## src/rtl/rbi_mmu_acl_fill_ctl.sv

```systemverilog
// rbi_mmu_acl_fill_ctl: 4-entry ACL cache beside the ringbus MMU access checker.
// Takes software ACL loads, bulk invalidates and miss fills fetched over a req/ack port.
// Optional feature macro RBI_MMU_ACL_LRU_EN: LRU victim selection instead of round-robin.
module rbi_mmu_acl_fill_ctl #(
    parameter int TMO_CYC  = 255,
    parameter int TMO_BITS = 8
) (
    input  logic        clock,
    input  logic        reset,
    input  logic        regInHold,
    input  logic        invalAll,
    input  logic        ldaclValid,
    input  logic [47:0] ldaclData,
    input  logic        missReq,
    input  logic [31:0] missTag,
    output logic        fillReq,
    output logic [31:0] fillTag,
    input  logic        fillAck,
    input  logic        fillNone,
    input  logic [47:0] fillData,
    input  logic [3:0]  aclHitVec,
    output logic [47:0] aclEntryA,
    output logic [47:0] aclEntryB,
    output logic [47:0] aclEntryC,
    output logic [47:0] aclEntryD,
    output logic        missBusy,
    output logic        missDone,
    output logic        missFault
);

    typedef enum logic [1:0] {IDLE, REQ, WRITE, DONE} state_t;

    localparam logic [TMO_BITS-1:0] TMO_LAST = TMO_BITS'(TMO_CYC - 1);

    state_t              state, stateNext;
    logic [3:0][47:0]    ent;
    logic [TMO_BITS-1:0] count;
    logic [47:0]         fbuf;
    logic                stale, faultReg;
    logic [1:0]          victimSel;

    // Per-slot tag match; an entry is valid when its low access bits are non-zero
    function automatic logic [3:0] matchVec(input logic [3:0][47:0] e, input logic [31:0] t);
        logic [3:0] m;
        for (int i = 0; i < 4; i++) m[i] = (e[i][34:32] != 3'd0) && (e[i][31:0] == t);
        return m;
    endfunction

    // Lowest set bit as an index (slots hold unique tags, so at most one bit is set)
    function automatic logic [1:0] enc(input logic [3:0] v);
        logic [1:0] idx;
        idx = 2'd0;
        for (int i = 3; i >= 0; i--) if (v[i]) idx = 2'(i);
        return idx;
    endfunction

    logic        missHit, fillWr, wrEn;
    logic [31:0] wrTag;
    logic [47:0] wrData;
    logic [3:0]  wrMatch;
    logic [1:0]  wrIdx;

    assign missHit = |matchVec(ent, missTag);
    // Software loads own the single write port; a pending fill write waits behind them
    assign fillWr  = (state == WRITE) && !ldaclValid && !stale && !invalAll;
    assign wrEn    = ldaclValid || fillWr;
    assign wrTag   = ldaclValid ? ldaclData[31:0] : fillTag;
    assign wrData  = ldaclValid ? ldaclData : fbuf;
    assign wrMatch = matchVec(ent, wrTag);
    assign wrIdx   = (|wrMatch) ? enc(wrMatch) : victimSel;

    assign fillReq   = (state == REQ);
    assign missBusy  = (state == REQ) || (state == WRITE);
    assign missDone  = (state == DONE);
    assign missFault = (state == DONE) && faultReg;

    assign aclEntryA = ent[0];
    assign aclEntryB = ent[1];
    assign aclEntryC = ent[2];
    assign aclEntryD = ent[3];

    // Next-state logic for the miss/fill sequencer
    always_comb begin
        stateNext = state;
        case (state)
            IDLE:  if (missReq && !regInHold) stateNext = missHit ? DONE : REQ;
            REQ: begin
                if (fillAck) stateNext = (fillNone || stale || invalAll) ? DONE : WRITE;
                else if (count == TMO_LAST) stateNext = DONE;
            end
            WRITE: if (!ldaclValid) stateNext = DONE;
            DONE:  stateNext = IDLE;
            default: stateNext = IDLE;
        endcase
    end

    // Sequencer state, timeout counter, latched tag, fill buffer and stale/fault flags
    always_ff @(posedge clock or posedge reset) begin
        if (reset) begin
            state    <= IDLE;
            count    <= '0;
            fillTag  <= '0;
            fbuf     <= '0;
            stale    <= 1'b0;
            faultReg <= 1'b0;
        end else begin
            state <= stateNext;
            case (state)
                IDLE: if (missReq && !regInHold) begin
                    fillTag  <= missTag;
                    count    <= '0;
                    stale    <= 1'b0;
                    faultReg <= 1'b0;
                end
                REQ: begin
                    count <= count + 1'b1;
                    if (invalAll) stale <= 1'b1;
                    if (fillAck) fbuf <= fillData;
                    else if (count == TMO_LAST) faultReg <= 1'b1;
                end
                WRITE: if (invalAll) stale <= 1'b1;
                default: ;
            endcase
        end
    end

    // Entry array: invalidate-all beats any same-cycle write
    always_ff @(posedge clock or posedge reset) begin
        if (reset) ent <= '0;
        else if (invalAll) ent <= '0;
        else if (wrEn) ent[wrIdx] <= wrData;
    end

`ifdef RBI_MMU_ACL_LRU_EN
    // Age per slot: 0 = most recent, 3 = least recent; ages always form a permutation
    logic [3:0][1:0] age;
    logic            hitOneHot, touchEn;
    logic [1:0]      touchIdx;

    assign hitOneHot = (aclHitVec != 4'd0) && ((aclHitVec & (aclHitVec - 4'd1)) == 4'd0);
    assign touchEn   = wrEn || hitOneHot;
    assign touchIdx  = wrEn ? wrIdx : enc(aclHitVec);

    // Victim: lowest-index invalid slot, otherwise the oldest slot
    always_comb begin
        victimSel = 2'd0;
        for (int i = 3; i >= 0; i--) if (age[i] == 2'd3) victimSel = 2'(i);
        for (int i = 3; i >= 0; i--) if (ent[i][34:32] == 3'd0) victimSel = 2'(i);
    end

    // Age update: touched slot becomes newest, younger slots age by one
    always_ff @(posedge clock or posedge reset) begin
        if (reset) age <= {2'd0, 2'd1, 2'd2, 2'd3};
        else if (invalAll) age <= {2'd0, 2'd1, 2'd2, 2'd3};
        else if (touchEn) begin
            for (int j = 0; j < 4; j++) begin
                if (2'(j) == touchIdx) age[j] <= 2'd0;
                else if (age[j] < age[touchIdx]) age[j] <= age[j] + 2'd1;
            end
        end
    end
`else
    logic [1:0] victim;
    logic       unusedHit;

    assign unusedHit = ^aclHitVec;
    assign victimSel = victim;

    // Round-robin pointer advances only when a write lands on the victim slot
    always_ff @(posedge clock or posedge reset) begin
        if (reset) victim <= 2'd0;
        else if (invalAll) victim <= 2'd0;
        else if (wrEn && !(|wrMatch)) victim <= victim + 2'd1;
    end
`endif

endmodule

```

## config.mk

```make
export PLATFORM = sky130hd
export DESIGN_NAME = rbi_mmu_acl_fill_ctl
export DESIGN_NICKNAME = d
export VERILOG_FILES = /design/src/rtl/rbi_mmu_acl_fill_ctl.sv
export SDC_FILE = /design/constraint.sdc
export NUM_CORES = 1
export LEC_CHECK = 0
export BUFFER_PORTS_ARGS = -buffer_cell sky130_fd_sc_hd__buf_2
export CORE_ASPECT_RATIO = 1.75
export CORE_MARGIN = 2
export CORE_UTILIZATION = 40
export CTS_CLUSTER_DIAMETER = 30
export DETAILED_ROUTE_END_ITERATION = 10
export PLACE_DENSITY_LB_ADDON = 0.15
export SYNTH_ARGS = -nofsm -noshare
export SYNTH_HDL_FRONTEND = slang
export SYNTH_SLANG_ARGS = --single-unit
```

## constraint.sdc

```tcl
create_clock -name clock -period 27.9 [get_ports clock]
set_input_delay 2.79 -clock clock [delete_from_list [all_inputs] [get_ports clock]]
set_output_delay 2.79 -clock clock [all_outputs]
set_load 0.02 [all_outputs]
```

==> Word-level counts from Yosys, hierarchy flattened <==
Index checks and enable logic that the tools add are counted.
{ "totals": {"ff_bits": 286, "latch_bits": 0, "ramBits": 0, "mem_bits_ro": 0, "in_bits": 140, "output_inout_bits": 228, "elab_cells": 104, "memories": 0} }
{ "op_classes": {"add_sub_neg": 2, "mul": 0, "n_div": 0, "order_cmp": 2, "n_eq_ne": 18, "n_shift": 0, "n_mux": 29, "n_bitwise": 0, "n_reduce_logical": 42} }
{ "ops": {"columns": ["cell", "count"], "rows": [
  ["$mux 192", 2],
  ["$eq 32x32->1", 8],
  ["$bwmux 192", 1],
  ["$demux 48 s2", 1],
  ["$mux 48", 2],
  ["$mux 32", 1],
  ["$mux 2", 12],
  ["$pmux 8 s2", 1],
  ["$logic_and 1x1->1", 15],
  ["$reduce_bool 3->1", 4],
  ["$add 8x1->8 const B", 1],
  ["$eq 8x8->1 const B", 1],
  ["$mux 8", 1],
  ["$pmux 2 s4", 1],
  ["$reduce_bool 2->1", 4],
  ["$reduce_or 4->1", 2],
  ["$ne 2x2->1 const B", 3],
  ["$reduce_and 2->1", 3],
  ["$reduce_and 3->1", 2],
  ["$logic_not 1->1", 5],
  ["$mux 1", 5],
  ["$eq 2x2->1 const B", 2],
  ["$logic_or 1x1->1", 4],
  ["$ne 2x1->1 const B", 2],
  ["9 further kinds", 10]
]} }

==> Logic depth before layout (Yosys ltp) <==
{ "depth": {"ltp_word": 15, "depth_mapped": 12, "mapped_depth_nobuf": 8} }

==> Worst setup path after synthesis <==
No wires, ideal clock.
{ "synth_timing": {"kind": "input to register", "startpoint": "input ldaclValid", "endpoint": "register ent (netlist bit aclEntryD[0])", "setup_time_ns": 0.118, "arrival_time_ns": 5.373, "t_required_ns": 27.782, "slack_ns": 22.409, "stages": 11, "n_path_buf": 3, "cell_sequence": "buf_6 -> buf_8 -> mux2i_4 -> xnor2_1 -> nor4_1 -> nand3_1 -> o31a_1 -> or4_4 -> o21ba_2 -> buf_6 -> a2bb2o_4"} }
{ "synth_between": {"elab_chain_len": 15, "elab_cells_between_ends": 30, "classes_between": "2 x order compare; 4 x eq/ne; 12 x mux; 12 x reduce/logical"} }
{ "synth_lines": {"columns": ["item", "line_no", "source"], "rows": [
  ["start, declared", "12", "input logic ldaclValid,"],
  ["$mux 32", "67", "assign wrTag = ldaclValid ? ldaclData[31:0] : fillTag;"],
  ["$eq 32x32->1", "45", "for (int i = 0; i < 4; i++) m[i] = (e[i][34:32] != 3'd0) && (e[i][31:0] == t);"],
  ["$logic_and 1x1->1", "45", null],
  ["$mux 2 (4 in a row)", "53", "for (int i = 3; i >= 0; i--) if (v[i]) idx = 2'(i);"],
  ["$mux 2", "70", "assign wrIdx = (|wrMatch) ? enc(wrMatch) : victimSel;"],
  ["$lt 2x3->1 (implied by the code) or $ge 2x1->1 (tied branches)", "131", "else if (wrEn) ent[wrIdx] <= wrData;"],
  ["$logic_and 1x1->1 (implied by the code)", "131", null],
  ["$mux 48 (implied by the code)", "131", null],
  ["$demux 48 s2", "131", null],
  ["$bwmux 192", "131", null],
  ["$mux 192", "131", null],
  ["$mux 192", "130", "else if (invalAll) ent <= '0;"],
  ["end signal, assigned by index", "131", null],
  ["end, declared", "36", "logic [3:0][47:0] ent;"]
]} }
Parallel ways exist; a longest one is shown, timed or not. The select of a mux whose other input is x is not followed.
A chain may end at the register's enable or synchronous reset.

==> Worst setup path in the final report <==
{ "layout_timing": {"startpoint": "input ldaclValid", "endpoint": "register ent (netlist bit aclEntryA[13])"} }
The elaborated chain is that of the path after synthesis.

==> out/results.ini <==
[run_status]
outcome=finished clean

[critical_path]
critPathLaunch=ldaclValid
critPathSlowestCell=a31oi_2
cpPeakStageDelay_ps=1090
worstRegToRegCells=9
crit_chain=buf_6, buf_4, mux2i_4, xnor2_1, nor4_1, nand3_1, nor3_1, nor2_1, a31oi_2, buf_4, o2bb2ai_1
critPathKind=primary input to flop
cp-end-kind=flop
reg2reg_to=aclEntryA[13]
arrival_ps=8280
crit_top_cell=buf_4
r2r_start=fillTag[19]
critPathLaunchType=primary input
required_ps=28320
crit_fanout=31
reg2reg_setup_slack_ps=23030
crit_end=aclEntryA[13]

[detailed_routing]
wire_per_inst_um=29.5
drc=0
vias=12800
viasPerCell=5.68
detail-route-antenna-nets=0
wirelength_um=66500
drt-initial-drc-count=553
firstDrtPassIters=5

[sta]
worstMarginPinSlew_ps=1280
slew_violations=0
rsz0062_at_grt=no
post-route-period-util_pct=28.2
tns_ps=0
fin_skew_ps=17.8
final-hold-violation-count=0
slew_headroom_pct=14.3
fmax_mhz=127
hold_ws_ps=499
setup_viol_count_final=0
fin_crit_ps=7860

[clocking]
cts_tree=built
clk_pin_slew_ps=50
cts_setup_buffers=0
cts-buffers-inserted=50
cts_sinks=286
clock-root-buffer=clkbuf_16
clockBufferDepth=3
clk_latency_ps=560
hold_buffers=0
h-tree-depth=2
ctsResizeCount=0

[placed_design]
hpwlAfterDp_um=51700
gp_congestion=1.02
io_buffers=363

[floorplan]
fp-row-count=96
ios=368
dieHeight_um=268
start_util_pct=40.6
dieArea_mm2=0.0415
core_mm2=0.0393
die_w_um=155

[run]
cap_violations=0

[global_route]
grt_overflow=0
grt_pass1_wl_um=95200
grt_pass1_vias=13600
grt_use_total_pct=31.9
antenna_found_initial=2
grt_max_degree=91

[power_and_ir_drop]
vdd_drop_max_uv=54.3
p_per_area_mw_per_mm2=90.3
leakage_nw=8.80

[yosys]
syn_inst=1398
synthTopCellsByArea=dfrtp_1, xnor2_1, mux2_2, a2bb2o_4, xor2_1
synth_top_area_share_pct=44.9
seq_area_frac_synth_pct=44.9
synth_edf_count=0
synth_flop_cell=dfrtp_1
synth_nets=1544
synth-seq-cells=286
yosys_warnings=0
yosysTopAreaCell=dfrtp_1
synth.avg_cell_area_um2=11.4
async_flop_share_pct=100
ys_types=58
netlist_area_mm2=0.0159

[finish]
seq_area_mm2=0.00716
drive_above_1_share_pct=36.1
final_cell_mix=buf_2, dfrtp_1, xnor2_1
areaGrowthSynthToFinish_pct=24.1
layout.nets=1867
fill_cells=3672
multi_input_area_mm2=0.00823
final_common_cell=buf_2

[min_path]
hp-class=flop to flop

-- flip-flops by register name, indices dropped and copies added (netlist names) --
name	count
aclEntryA	48
aclEntryB	48
aclEntryC	48
aclEntryD	48
count	8
faultReg	1
fbuf	48
fillTag	32
stale	1
state	2
victim	2
-- how the worst min path moves through the flow --
stage,from,to,slack (ps),cells past startpoint
4_1_cts,fbuf[37],fbuf[37],500,1
3_5_place_dp,fbuf[37],fbuf[37],490,1
3_3_place_gp,faultReg,faultReg,470,2
6_report,faultReg,faultReg,500,2
2_1_floorplan,faultReg,faultReg,460,2
5_1_grt,fbuf[32],fbuf[32],510,1
-- metrics by stage --
step	instances	setup slack (ps)	util, %	area [µm²]	power, mW
2_1_floorplan	1398	17220	-	15900	0.940
3_3_place_gp	2159	19490	46.0	18100	1.17
3_5_place_dp	2159	19500	46.0	18100	1.17
4_1_cts	2251	20050	50.4	19800	1.80
5_1_grt	2253	19910	50.4	19800	1.86
6_report	2253	20040	50.4	19800	1.79
-- kinds of logic (layout without fill, tap and decap cells) --
logic type | count (synthesis) | after routing | synth area share [%]
compound gates | 242 | 242 | 14.6
buf+inv | 133 | 496 | 3.81
flops | 286 | 286 | 44.9
simple gates | 309 | 309 | 9.91
fa+ha+maj | 6 | 6 | 0.471
other cells | 0 | 2 | 0
xor+xnor | 262 | 262 | 14.4
mux | 160 | 160 | 11.9
-- synth_stat cells, types with 2 or more instances --
cell type  count
o2bb2ai_1     63
o21ai_0        7
clkbuf_1      65
xnor2_1      194
or3_1         36
a31oi_1        2
a21oi_1       21
buf_1         10
a211oi_2      10
nand3b_1       5
nand2_1       28
a2bb2o_4      30
mux2i_4       10
nor2_1       110
mux2i_1       50
buf_2         26
nor3_1        19
a211oi_1      70
buf_6          8
ha_1           6
inv_1         22
nand3_1       13
nor4_1        59
a311oi_1      17
mux2_2        80
mux2i_2       20
a2bb2o_1       3
o311ai_0       2
xor2_1        68
dfrtp_1      286
nand4_1       31
-- critical path: cells and delay by family --
kind | cells | cell delay (ps)
AND/OR/NAND/NOR | 4 | 2070
multiplexers | 1 | 500
XOR/XNOR | 1 | 280
buffers and inverters | 3 | 1350
AO/OA/AOI/OAI | 2 | 1200
-- cell type report --
class	count	share of cell area [%]
multi-input combinational	979	41.6
sequential	286	36.2
inverter	22	0.455
antenna	2	0.0253
tap	490	3.10
timing repair buffer	382	9.95
clock buffer	63	6.98
clock inverter	29	1.74
-- routing by layer --
metal | GRT usage [%] | routed length (µm) | up-vias
met5 | 0 | 0 | -
met4 | 18.6 | 4350 | 0
met3 | 5.50 | 3160 | 148
met2 | 60.1 | 36100 | 451
met1 | 32.8 | 22900 | 6450
li1 | - | - | 5738
-- power breakdown --
part           internal (mW)  total [mW]  switching (mW)  leakage, nW
registers              0.502       0.583          0.0817         3.76
clock network          0.407       0.623           0.216        0.836
logic                  0.217       0.581           0.363         4.20
Power figures use the tool's default switching activity.
